File: src/rtl/display_pkg.sv
// Shared helpers for the display path: nibble width, digit-enable decode and
// leading-zero detection over a packed hex frame (sized for up to 8 digits).
package display_pkg;

   localparam int NIBBLE_W   = 4;
   localparam int MAX_DIGITS = 8;

   function automatic logic [MAX_DIGITS-1:0] onehot(input logic [2:0] slot);
      onehot       = '0;
      onehot[slot] = 1'b1;
   endfunction

   // Bit i is set when nibbles i..MAX_DIGITS-1 are all zero; narrower frames
   // are zero-extended, so their unused upper nibbles count as zero.
   function automatic logic [MAX_DIGITS-1:0] lead_zero_mask(
      input logic [NIBBLE_W*MAX_DIGITS-1:0] val);
      logic zero_above;
      zero_above     = 1'b1;
      lead_zero_mask = '0;
      for (int i = MAX_DIGITS-1; i >= 0; i--) begin
         zero_above        = zero_above && (val[NIBBLE_W*i +: NIBBLE_W] == '0);
         lead_zero_mask[i] = zero_above;
      end
   endfunction

endpackage

File: src/rtl/scan_tick_gen.sv
// Prescaler and digit-slot counter for the display scanner; flags the last
// cycle of the last slot as the frame boundary.
module scan_tick_gen #(
   parameter int NDIGITS = 4,
   parameter int DIV     = 50000,
   parameter int PCNT_W  = (DIV > 1) ? $clog2(DIV) : 1,
   parameter int SLOT_W  = $clog2(NDIGITS)
) (
   input  logic              clk,
   input  logic              reset,
   output logic [PCNT_W-1:0] o_pcnt,
   output logic [SLOT_W-1:0] o_slot,
   output logic              o_frame_end
);

   logic [PCNT_W-1:0] r_pcnt;
   logic [SLOT_W-1:0] r_slot;
   logic              w_pcnt_wrap;
   logic              w_slot_wrap;

   assign w_pcnt_wrap = (r_pcnt == PCNT_W'(DIV-1));
   assign w_slot_wrap = (r_slot == SLOT_W'(NDIGITS-1));

   always_ff @(posedge clk or posedge reset) begin
      if (reset) begin
         r_pcnt <= '0;
         r_slot <= '0;
      end else if (w_pcnt_wrap) begin
         r_pcnt <= '0;
         r_slot <= w_slot_wrap ? '0 : r_slot + SLOT_W'(1);
      end else begin
         r_pcnt <= r_pcnt + PCNT_W'(1);
      end
   end

   assign o_pcnt      = r_pcnt;
   assign o_slot      = r_slot;
   assign o_frame_end = w_pcnt_wrap && w_slot_wrap;

endmodule

File: src/rtl/sevenseg_scan.sv
// Time-multiplexed seven-segment scanner: double-buffered frame (pending ->
// display at frame boundary) so a new value never tears mid-frame.
module sevenseg_scan
   import display_pkg::*;
#(
   parameter int NDIGITS       = 4,
   parameter int DIV           = 50000,
   parameter int GUARD         = 8,
   parameter int BLANK_LEADING = 1
) (
   input  logic                        clk,
   input  logic                        reset,
   input  logic                        in_valid,
   output logic                        in_ready,
   input  logic [NIBBLE_W*NDIGITS-1:0] in_value,
   input  logic [NDIGITS-1:0]          in_dp,
   output logic [NIBBLE_W-1:0]         digit,
   output logic                        dp,
   output logic                        blank,
   output logic [NDIGITS-1:0]          an
);

   localparam int PCNT_W = (DIV > 1) ? $clog2(DIV) : 1;
   localparam int SLOT_W = $clog2(NDIGITS);
   localparam int VAL_W  = NIBBLE_W*NDIGITS;

   logic [PCNT_W-1:0]           w_pcnt;
   logic [SLOT_W-1:0]           w_slot;
   logic                        w_frame_end;
   logic [2:0]                  w_slot3;
   logic                        w_in_guard;
   logic [MAX_DIGITS-1:0]       w_lz;
   logic [NDIGITS-1:0]          w_sel;

   logic [VAL_W-1:0]            r_disp_val;
   logic [NDIGITS-1:0]          r_disp_dp;
   logic [VAL_W-1:0]            r_pend_val;
   logic [NDIGITS-1:0]          r_pend_dp;
   logic                        r_pend_vld;

   scan_tick_gen #(
      .NDIGITS (NDIGITS),
      .DIV     (DIV),
      .PCNT_W  (PCNT_W),
      .SLOT_W  (SLOT_W)
   ) u_tick (
      .clk         (clk),
      .reset       (reset),
      .o_pcnt      (w_pcnt),
      .o_slot      (w_slot),
      .o_frame_end (w_frame_end)
   );

   // Promotion and accept are exclusive: accept needs pend_vld low.
   always_ff @(posedge clk or posedge reset) begin
      if (reset) begin
         r_disp_val <= '0;
         r_disp_dp  <= '0;
         r_pend_val <= '0;
         r_pend_dp  <= '0;
         r_pend_vld <= 1'b0;
      end else if (w_frame_end && r_pend_vld) begin
         r_disp_val <= r_pend_val;
         r_disp_dp  <= r_pend_dp;
         r_pend_vld <= 1'b0;
      end else if (in_valid && !r_pend_vld) begin
         r_pend_val <= in_value;
         r_pend_dp  <= in_dp;
         r_pend_vld <= 1'b1;
      end
   end

   generate
      if (GUARD > 0) begin : g_guard
         assign w_in_guard = (w_pcnt < PCNT_W'(GUARD));
      end else begin : g_noguard
         assign w_in_guard = 1'b0;
      end
   endgenerate

   assign w_slot3 = 3'(w_slot);
   assign w_sel   = NDIGITS'(onehot(w_slot3));
   assign w_lz    = lead_zero_mask((NIBBLE_W*MAX_DIGITS)'(r_disp_val));

   assign in_ready = !r_pend_vld;
   assign an       = w_in_guard ? '0 : w_sel;
   assign digit    = r_disp_val[NIBBLE_W*w_slot +: NIBBLE_W];
   assign dp       = r_disp_dp[w_slot];
   assign blank    = (BLANK_LEADING != 0) && (w_slot != '0) && w_lz[w_slot3];

endmodule

File: config.mk
export PLATFORM = sky130hd
export DESIGN_NAME = sevenseg_scan
export DESIGN_NICKNAME = d
export VERILOG_FILES = /design/src/rtl/display_pkg.sv /design/src/rtl/scan_tick_gen.sv /design/src/rtl/sevenseg_scan.sv
export SDC_FILE = /design/constraint.sdc
export NUM_CORES = 1
export LEC_CHECK = 0
export CAP_MARGIN = 20
export CORE_MARGIN = 10
export CORE_UTILIZATION = 45
export CTS_CLUSTER_SIZE = 8
export DETAILED_ROUTE_END_ITERATION = 10
export HOLD_SLACK_MARGIN = 0.1
export PLACE_DENSITY = 0.77
export SLEW_MARGIN = 20
export SYNTH_ARGS = -nofsm -noshare
export SYNTH_HDL_FRONTEND = slang
export SYNTH_SLANG_ARGS = --single-unit
File: constraint.sdc
create_clock -name clk -period 2.9 [get_ports clk]
set_input_delay 0.435 -clock clk [delete_from_list [all_inputs] [get_ports clk]]
set_output_delay 0.435 -clock clk [all_outputs]
set_load 0.02 [all_outputs]
---- After elaboration in Yosys (flattened, before gate mapping) ----
Index checks and enable logic that the tools add are counted.
W data, S select, Z words.
word-level totals
  logic and storage cells ................. 44
  flip-flop bits (word level) ............. 59
cells by class
  mux-type cells .......................... 11
  add/sub/neg operators ................... 2
  reductions and logical operators ........ 16
  shifts and indexed selects .............. 1
  eq/ne operators ......................... 2
  bitwise gates (word level) .............. 1
  $lt $le $gt $ge ......................... 4
operators by type and width
  kind                     number
  $add A16 B1 Y16 const B  1
  $eq A16 B16 Y1 const B   1
  $logic_not A4 Y1         4
  $lt A16 B4 Y1 const B    1
  $mux W16                 1
  $shiftx A16 B5 Y4        1
  $logic_and A1 B1 Y1      8
  $mux W1                  5
  $bmux W1 S2              2
  $lt A2 B4 Y1 const B     1
  $mux W4                  1
  $reduce_bool A2 Y1       2
  $lt A2 B3 Y1 const B     1
  $add A2 B1 Y2 const B    1
  $demux W1 S2             1
  $eq A2 B2 Y1 const B     1
  $ge A2 B1 Y1 const B     1
  $mux W2                  1
  $reduce_and A2 Y1        1
  $logic_not A1 Y1         1
  $not A1 Y1               1

---- Depth between registers and ports, before layout ----
Gate-level depths: netlist of the first run.
  depth in word-level cells ............... 7
  mapped depth ............................ 6
  depth with buffers taken out ............ 5

---- By module ----
From an unflattened synthesis of the first run, not the netlist that was laid out.
second synthesis, totals
  cells, all modules ...................... 190
  area total of the unflattened synthesis .. 2617.5 µm²
modules (own cells, without submodules)
  module         instances  area each (µm²)  cells each
  sevenseg_scan  1          1762.9           112
  scan_tick_gen  1          854.6            78

---- Worst setup path after synthesis of the first run ----
Ideal clock, no wire load.
  path kind ............................... register to output
  start ................................... register u_tick.r_slot[0] (netlist: u_tick.o_slot[0])
  end ..................................... output port blank
  path slack .............................. -0.002 ns
  path buffers ............................ 1
  arrival ................................. 2.467 ns
  cell stages (with the launch flop) ...... 6
  cells stage by stage .................... dfrtp_1 > clkbuf_1 > inv_1 > ha_1 > or4_1 > a2111oi_0
between the ends
  cells in the longest elaborated chain, start to end .. 3
  elaborated cells between the ends (all ways) .. 4
  those cells by class .................... mux (2); reduce/logical (2)
RTL lines
  what                           line                 RTL
  start, declared                scan_tick_gen.sv:17  logic [SLOT_W-1:0] r_slot;
  start signal, assigned         scan_tick_gen.sv:30  r_slot <= w_slot_wrap ? '0 : r_slot + SLOT_W'(1);
  $bmux W1 S2                    sevenseg_scan.sv:89  assign blank = (BLANK_LEADING != 0) && (w_slot != '0) && w_lz[w_slot3];
  $mux W1 (implied by the code)  sevenseg_scan.sv:89
  $logic_and A1 B1 Y1 *          sevenseg_scan.sv:89
  end, declared                  sevenseg_scan.sv:19  output logic blank,
Every way passes the cells marked *; elsewhere a longest branch is shown, timed or not. The select of a mux whose other input is x is not followed.

---- Final worst setup path of the first run ----
  start ................................... register u_tick.r_pcnt[3] (netlist: u_tick.o_pcnt[3])
  end ..................................... output port an[1]
between the ends
  cells in the longest elaborated chain, start to end .. 2
RTL lines
  what                    line                 RTL
  start, declared         scan_tick_gen.sv:16  logic [PCNT_W-1:0] r_pcnt;
  start signal, assigned  scan_tick_gen.sv:32  r_pcnt <= r_pcnt + PCNT_W'(1);
  $lt A16 B4 Y1           sevenseg_scan.sv:75  assign w_in_guard = (w_pcnt < PCNT_W'(GUARD));
  $mux W4                 sevenseg_scan.sv:86  assign an = w_in_guard ? '0 : w_sel;
  end, declared           sevenseg_scan.sv:20  output logic [NDIGITS-1:0] an
No other way between the ends.

==> metrics.txt, run 1 <==
# TYPE chip_impl_metric gauge
chip_impl_metric{name="reg2regPathDepth",unit=""} 6
chip_impl_metric{name="final_layout_size_suffix_gt1_share",unit="%"} 27.0
chip_impl_metric{name="period_minus_slack",unit="ns"} 2.65
chip_impl_info{name="reg2reg_from",value="u_tick.o_pcnt[0]"} 1
chip_impl_metric{name="num_vias",unit=""} 1696
chip_impl_metric{name="count_of_h_tree_levels_built_during_cts",unit=""} 3
chip_impl_metric{name="avgRoutedWirePerCell",unit="µm"} 15.8
chip_impl_metric{name="fp.dieH",unit="µm"} 96.7
chip_impl_metric{name="cts.repair.resized",unit=""} 3
chip_impl_metric{name="clock.fmax",unit="MHz"} 377
chip_impl_metric{name="per_cell_via_count_in_the_routed_design",unit=""} 5.37
chip_impl_metric{name="drc_errors",unit=""} 0
chip_impl_info{name="synth_top_flop_cell",value="sky130_fd_sc_hd__dfrtp_1"} 1
chip_impl_metric{name="finalHoldViolations",unit=""} 0
chip_impl_metric{name="placement.setup.worst_slack",unit="ns"} 0.301
chip_impl_metric{name="number_of_different_library_cells_in_the_post_synthesis_netlist",unit=""} 32
chip_impl_metric{name="timing.slew.headroom",unit="%"} 57.6
chip_impl_metric{name="fin_worst_hold_slack",unit="ns"} 0.481
chip_impl_metric{name="layout-area-overhead-vs-synth",unit="%"} 23.3
chip_impl_metric{name="maxSlewViolCount",unit=""} 0
chip_impl_metric{name="first_pass_grt_wire_length",unit="mm"} 8.66
chip_impl_info{name="regToRegEndpoint",value="r_disp_val[7]"} 1
chip_impl_metric{name="grt_antenna_before_repair",unit=""} 0
chip_impl_metric{name="die-width",unit="µm"} 96.7
chip_impl_info{name="end_kind",value="output pin"} 1
chip_impl_metric{name="netlist_area",unit="µm²"} 2640
chip_impl_metric{name="drv_cap",unit=""} 0
chip_impl_metric{name="tritoncts_num_sinks",unit=""} 59
chip_impl_metric{name="comb_power_share",unit="%"} 4.8
chip_impl_metric{name="critical_path_required",unit="ns"} 2.47
chip_impl_metric{name="cts.repair_timing.setup_buffer_count",unit=""} 0
chip_impl_metric{name="tritoncts.num_buffers",unit=""} 9
chip_impl_metric{name="postSynthAreaPerCell",unit="µm²"} 13.4
chip_impl_metric{name="dp_hpwl",unit="mm"} 3.52
chip_impl_metric{name="max-vdd-ir-drop",unit="mV"} 0.310
chip_impl_metric{name="post-route-worst-setup-slack",unit="ns"} 0.247
chip_impl_metric{name="final_min_period_over_clock_period",unit="%"} 91.5
chip_impl_metric{name="grt_pass1_vias",unit=""} 1758
chip_impl_metric{name="clock_path_buffers",unit=""} 2
chip_impl_metric{name="total_power",unit="mW"} 1.62
chip_impl_metric{name="overflow",unit=""} 0
chip_impl_metric{name="p_int",unit="mW"} 1.28
chip_impl_metric{name="fp.dieArea",unit="µm²"} 9340
chip_impl_info{name="clock_tree_from_tritoncts",value="built"} 1
chip_impl_info{name="run_status",value="complete, no violations"} 1
chip_impl_metric{name="drt.antenna.violating_nets",unit=""} 0
chip_impl_metric{name="count_of_state_elements_after_synthesis",unit=""} 59
chip_impl_metric{name="largest_net_degree_at_the_start_of_global_routing",unit=""} 60
chip_impl_info{name="unrepaired_setup_endpoints_after_global_routing",value="false"} 1
chip_impl_metric{name="switching_power",unit="µW"} 335
chip_impl_metric{name="yosys_warnings",unit=""} 0
chip_impl_metric{name="floorplan.io_pins",unit=""} 34
chip_impl_metric{name="regToRegSetupSlack",unit="ns"} 0.85
chip_impl_metric{name="power_density",unit="nW/µm²"} 496
chip_impl_metric{name="post_synth_inst_count",unit=""} 198
chip_impl_metric{name="synth-edff-count",unit=""} 0
chip_impl_metric{name="buffer_ports.inserted",unit=""} 33
chip_impl_metric{name="globalplace.congestion",unit=""} 0.872
chip_impl_metric{name="diodes",unit=""} 0
chip_impl_info{name="cts_root_buffer",value="sky130_fd_sc_hd__clkbuf_8"} 1
chip_impl_metric{name="grt_util_all_layers",unit="%"} 11.4
chip_impl_metric{name="number_of_rows_created_at_floorplan",unit=""} 27
chip_impl_metric{name="holdBufCountCts",unit=""} 0
chip_impl_metric{name="wirelength_routed",unit="mm"} 4.99
chip_impl_metric{name="crit_arrival",unit="ns"} 2.22
chip_impl_metric{name="final-setup-viol-count",unit=""} 0
chip_impl_metric{name="start_util",unit="%"} 47.1
chip_impl_metric{name="dr.first_iter.drc_count",unit=""} 58
chip_impl_metric{name="layout.cell_area.non_filler",unit="µm²"} 3260
chip_impl_metric{name="firstDrtPassIters",unit=""} 4
chip_impl_info{name="criticalPathCategory",value="register to output pin"} 1
chip_impl_metric{name="p_sw_share",unit="%"} 20.8
chip_impl_info{name="startpoint_type",value="register"} 1
chip_impl_metric{name="num-nets-final",unit=""} 268
chip_impl_metric{name="clk_pin_slew_worst_paths",unit="ns"} 0.06
chip_impl_metric{name="clk-insertion-delay-late",unit="ns"} 0.33
chip_impl_metric{name="totalNegativeSetupSlack",unit="ns"} 0
chip_impl_metric{name="power.share.clock",unit="%"} 41.2
chip_impl_metric{name="path_max_fanout",unit=""} 7
chip_impl_metric{name="syn_nets",unit=""} 226
chip_impl_metric{name="p_leak",unit="nW"} 1.49
chip_impl_metric{name="synth_async_sr_flop_share",unit="%"} 100
chip_impl_metric{name="placed_area",unit="µm²"} 3080
chip_impl_metric{name="skew",unit="ns"} 0.00835
chip_impl_metric{name="coreArea",unit="µm²"} 5610
chip_impl_metric{name="power_frac_seq",unit="%"} 54.0
chip_impl_info{name="timing.hold.worst.class",value="input port to asynchronous set/reset pin"} 1
chip_impl_metric{name="synth_seq_area_share",unit="%"} 55.8
chip_impl_metric{name="worst_slew_pin_tran",unit="ns"} 0.632
[power groups by stage]
stage	clock, mW	sequential (mW)	combinational, mW
after floorplan	0	0.880	0.0405
after global placement	0	0.886	0.0783
after detailed placement	0	0.888	0.0803
after CTS	0.693	0.873	0.0804
after global routing	0.738	0.875	0.0860
final	0.665	0.872	0.0782
[metal layers]
metal | vias up | global-route usage (%) | wire length, µm
met5 | - | 0 | 0
met4 | 0 | 6.43 | 105
met3 | 9 | 4.83 | 268
met2 | 42 | 17.3 | 2330
met1 | 850 | 13.1 | 2280
li1 | 795 | - | -
[cell type report]
class,instances,area (µm²)
Clock inverter,2,10.0
Multi-Input combinational cell,125,1100
Timing Repair Buffer,39,389
Clock buffer,13,169
Tap cell,72,90.1
Fill cell,482,2350
Inverter,6,22.5
Sequential cell,59,1480
[synthesized netlist by cell type, types with 4 or more instances]
cell type / count / area, µm²
sky130_fd_sc_hd__mux2_1: 5 / 56.3
sky130_fd_sc_hd__nor2_1: 12 / 45.0
sky130_fd_sc_hd__nand3_1: 7 / 35.0
sky130_fd_sc_hd__inv_1: 6 / 22.5
sky130_fd_sc_hd__xnor2_1: 8 / 70.1
sky130_fd_sc_hd__ha_1: 5 / 62.6
sky130_fd_sc_hd__nand4_1: 4 / 25.0
sky130_fd_sc_hd__mux2_2: 36 / 405
sky130_fd_sc_hd__xor2_1: 6 / 52.6
sky130_fd_sc_hd__and2_1: 5 / 31.3
sky130_fd_sc_hd__nor4_1: 7 / 43.8
sky130_fd_sc_hd__nand2_1: 5 / 18.8
sky130_fd_sc_hd__dfrtp_1: 59 / 1480
sky130_fd_sc_hd__mux4_2: 5 / 113
sky130_fd_sc_hd__nor3_1: 5 / 25.0
[cells by family after synthesis]
group | after synthesis | synth area share [%]
adder cells (fa/ha/maj) | 5 | 2.37
AO/OA/AOI/OAI | 4 | 0.899
multiplexers | 46 | 21.7
AND/OR/NAND/NOR | 56 | 11.9
buffers and inverters | 14 | 2.60
flip-flops | 59 | 55.8
XOR/XNOR | 14 | 4.64
[worst max path at each step]
| stage | startpoint | endpoint | depth (start not counted) |
|---|---|---|---|
| finish | u_tick.o_pcnt[3] | an[1] | 4 |
| global route | u_tick.o_slot[0] | blank | 5 |
| detailed placement | u_tick.o_slot[0] | blank | 5 |
| floorplan | u_tick.o_slot[0] | blank | 5 |
| global placement | u_tick.o_slot[0] | blank | 5 |
| CTS | u_tick.o_pcnt[3] | an[3] | 4 |
[critical path, stage by stage, from the launching register on]
cell	delay, ns
sky130_fd_sc_hd__dfrtp_1	0.45
sky130_fd_sc_hd__or4_1	0.53
sky130_fd_sc_hd__or4_4	0.43
sky130_fd_sc_hd__and2_1	0.17
sky130_fd_sc_hd__dlygate4sd2_1	0.31
[through the flow]
| step | util (%) | std cells |
|---|---|---|
| 6_report | 58.1 | 316 |
| 2_1_floorplan | - | 198 |
| 3_3_place_gp | 54.9 | 301 |
| 5_1_grt | 58.1 | 316 |
| 3_5_place_dp | 54.9 | 301 |
| 4_1_cts | 58.0 | 316 |
[layout by cell type (no fill, tap or decap), types with 6 or more instances in the layout]
| master | n |
|---|---|
| sky130_fd_sc_hd__xnor2_1 | 8 |
| sky130_fd_sc_hd__clkbuf_8 | 12 |
| sky130_fd_sc_hd__nor4_1 | 7 |
| sky130_fd_sc_hd__clkdlybuf4s50_1 | 28 |
| sky130_fd_sc_hd__dfrtp_1 | 59 |
| sky130_fd_sc_hd__nand3_1 | 7 |
| sky130_fd_sc_hd__nor2_1 | 12 |
| sky130_fd_sc_hd__mux2_2 | 36 |
| sky130_fd_sc_hd__xor2_1 | 6 |
[registers in the layout (all words and copies together), names as in the netlist]
register,flops
r_disp_val,16
r_pend_val,16
u_tick.o_pcnt,16
r_disp_dp,4
r_pend_dp,4
u_tick.o_slot,2
r_pend_vld,1
Power figures use the tool's default switching activity.
==> inputs of run 2 (changes only) <==
- HOLD_SLACK_MARGIN: 0.1 -> not set
- PLACE_DENSITY: 0.77 -> not set
- PLACE_DENSITY_LB_ADDON: not set -> 0.15
==> metrics.txt, run 2 (same netlist as run 1, synthesis figures left out) <==
# TYPE chip_impl_metric gauge
chip_impl_metric{name="clk-insertion-delay-late",unit="ns"} 0.33
chip_impl_info{name="clock_tree_from_tritoncts",value="built"} 1
chip_impl_metric{name="totalNegativeSetupSlack",unit="ns"} 0
chip_impl_metric{name="start_util",unit="%"} 47.1
chip_impl_metric{name="grt_antenna_before_repair",unit=""} 0
chip_impl_info{name="unrepaired_setup_endpoints_after_global_routing",value="false"} 1
chip_impl_metric{name="clock_path_buffers",unit=""} 2
chip_impl_metric{name="period_minus_slack",unit="ns"} 2.67
chip_impl_metric{name="wirelength_routed",unit="mm"} 5.15
chip_impl_metric{name="timing.slew.headroom",unit="%"} 51.1
chip_impl_metric{name="drv_cap",unit=""} 0
chip_impl_metric{name="total_power",unit="mW"} 1.82
chip_impl_metric{name="path_max_fanout",unit=""} 7
chip_impl_metric{name="grt_pass1_vias",unit=""} 1696
chip_impl_metric{name="final_layout_size_suffix_gt1_share",unit="%"} 27.5
chip_impl_info{name="criticalPathCategory",value="register to output pin"} 1
chip_impl_metric{name="num-nets-final",unit=""} 267
chip_impl_metric{name="drc_errors",unit=""} 0
chip_impl_metric{name="fp.dieArea",unit="µm²"} 9340
chip_impl_info{name="worstHoldStart",value="r_disp_dp[1]"} 1
chip_impl_metric{name="register_area",unit="µm²"} 1480
chip_impl_metric{name="overflow",unit=""} 0
chip_impl_info{name="crit_chain",value="or4_1 -> or4_4 -> and2_1 -> dlygate4sd2_1"} 1
chip_impl_metric{name="worst_slew_pin_tran",unit="ns"} 0.733
chip_impl_metric{name="clk_pin_slew_worst_paths",unit="ns"} 0.07
chip_impl_metric{name="dr.first_iter.drc_count",unit=""} 59
chip_impl_metric{name="grt_util_all_layers",unit="%"} 11.4
chip_impl_metric{name="finalHoldViolations",unit=""} 0
chip_impl_metric{name="die-width",unit="µm"} 96.7
chip_impl_metric{name="multi_input_comb_area",unit="µm²"} 1100
chip_impl_metric{name="largest_net_degree_at_the_start_of_global_routing",unit=""} 60
chip_impl_metric{name="avgRoutedWirePerCell",unit="µm"} 16.3
chip_impl_metric{name="power_density",unit="nW/µm²"} 548
chip_impl_metric{name="critical_path_required",unit="ns"} 2.47
chip_impl_metric{name="final-setup-viol-count",unit=""} 0
chip_impl_metric{name="tritoncts.num_buffers",unit=""} 9
chip_impl_metric{name="globalplace.congestion",unit=""} 0.810
chip_impl_info{name="end_kind",value="output pin"} 1
chip_impl_metric{name="diodes",unit=""} 0
chip_impl_metric{name="p_leak",unit="nW"} 1.52
chip_impl_metric{name="drt.antenna.violating_nets",unit=""} 0
chip_impl_metric{name="firstDrtPassIters",unit=""} 4
chip_impl_metric{name="tritoncts_num_sinks",unit=""} 59
chip_impl_info{name="startpoint_type",value="register"} 1
chip_impl_metric{name="n_fill_cell",unit=""} 476
chip_impl_metric{name="first_pass_grt_wire_length",unit="mm"} 8.83
chip_impl_metric{name="maxSlewViolCount",unit=""} 0
chip_impl_metric{name="fp.dieH",unit="µm"} 96.7
chip_impl_metric{name="cp_slowest_stage_delay",unit="ns"} 0.52
chip_impl_info{name="reg2reg_from",value="u_tick.o_pcnt[0]"} 1
chip_impl_metric{name="holdBufCountCts",unit=""} 0
chip_impl_metric{name="per_cell_via_count_in_the_routed_design",unit=""} 5.29
chip_impl_metric{name="coreArea",unit="µm²"} 5610
chip_impl_metric{name="final_min_period_over_clock_period",unit="%"} 91.9
chip_impl_metric{name="num_vias",unit=""} 1673
chip_impl_metric{name="max-vdd-ir-drop",unit="mV"} 0.438
chip_impl_info{name="final_common_cell",value="sky130_fd_sc_hd__dfrtp_1"} 1
chip_impl_metric{name="buffer_ports.inserted",unit=""} 33
chip_impl_metric{name="dp_hpwl",unit="mm"} 3.62
chip_impl_metric{name="skew",unit="ns"} 0.00509
chip_impl_info{name="critPathSlowestCell",value="sky130_fd_sc_hd__or4_1"} 1
chip_impl_info{name="timing.hold.worst.class",value="register to register"} 1
chip_impl_metric{name="crit_arrival",unit="ns"} 2.23
chip_impl_metric{name="clock.fmax",unit="MHz"} 375
chip_impl_metric{name="floorplan.io_pins",unit=""} 34
chip_impl_info{name="run_status",value="complete, no violations"} 1
chip_impl_metric{name="layout-area-overhead-vs-synth",unit="%"} 25.3
chip_impl_metric{name="number_of_rows_created_at_floorplan",unit=""} 27
chip_impl_info{name="layout.cells.most_common_list",value="59 x sky130_fd_sc_hd__dfrtp_1, 36 x sky130_fd_sc_hd__mux2_2, 28 x sky130_fd_sc_hd__clkdlybuf4s50_1, 12 x sky130_fd_sc_hd__nor2_1, 11 x sky130_fd_sc_hd__clkbuf_8"} 1
chip_impl_info{name="critical_path.startpoint",value="u_tick.o_pcnt[3]"} 1
chip_impl_metric{name="count_of_h_tree_levels_built_during_cts",unit=""} 3
chip_impl_info{name="cts_root_buffer",value="sky130_fd_sc_hd__clkbuf_8"} 1
[run 2: worst paths after layout]
path / slack [ns] / end / depth (start not counted)
max: 0.23 / an[1] / 4
min: 0.49 / r_disp_dp[1] / 1
max reg2reg: 0.49 / r_disp_val[8] / 6
min reg2reg: 0.49 / r_disp_dp[1] / 1
max in group asynchronous: 1.79 / r_disp_val[8] / 3
min in group asynchronous: 0.63 / r_pend_dp[3] / 3
[run 2: area by class of cell]
class / instances / share of cell area [%]
clock buffer: 11 / 4.57
clock inverter: 5 / 2.53
inverter: 6 / 0.680
multi-input combinational: 125 / 33.3
sequential: 59 / 44.6
tap: 72 / 2.72
timing repair buffer: 38 / 11.6
[run 2: critical path: cells and delay by family, from the launching register on]
kind | cells | cell delay [ns]
buffers and inverters | 1 | 0.32
DFF | 1 | 0.44
and+or+nand+nor | 3 | 1.14
[run 2: power by group]
part           switching (mW)  total [mW]  internal (mW)
combinational          0.0266      0.0766         0.0500
sequential             0.0162       0.871          0.855
clock                   0.334       0.867          0.533
[run 2: repair_timing]
item                                    4_1_cts  5_1_grt
resized for setup                             2        3
cloned                                        0        0
endpoints found under the setup margin        2        3
hold endpoints to repair                      0        0
pin swaps                                     0        0
buffers inserted                              0        0
[run 2: routing by layer]
| metal | vias up | wire length (µm) | global-route usage, % |
|---|---|---|---|
| met2 | 43 | 2250 | 15.4 |
| li1 | 793 | - | - |
| met1 | 835 | 2580 | 15.7 |
| met4 | 0 | 23 | 3.04 |
| met5 | - | 0 | 0 |
| met3 | 2 | 285 | 5.32 |
[run 2: through the flow]
stage               hold slack, ns  utilization [%]  instances  instance area, µm²  worst slack, ns
global placement             0.478             54.8        300                3070            0.354
detailed placement           0.487             54.8        300                3070            0.300
global route                 0.523             59.1        316                3310            0.117
finish                       0.493             59.1        316                3310            0.234
floorplan                    0.453                -        198                2650            0.245
CTS                          0.508             58.9        316                3300         0.000387
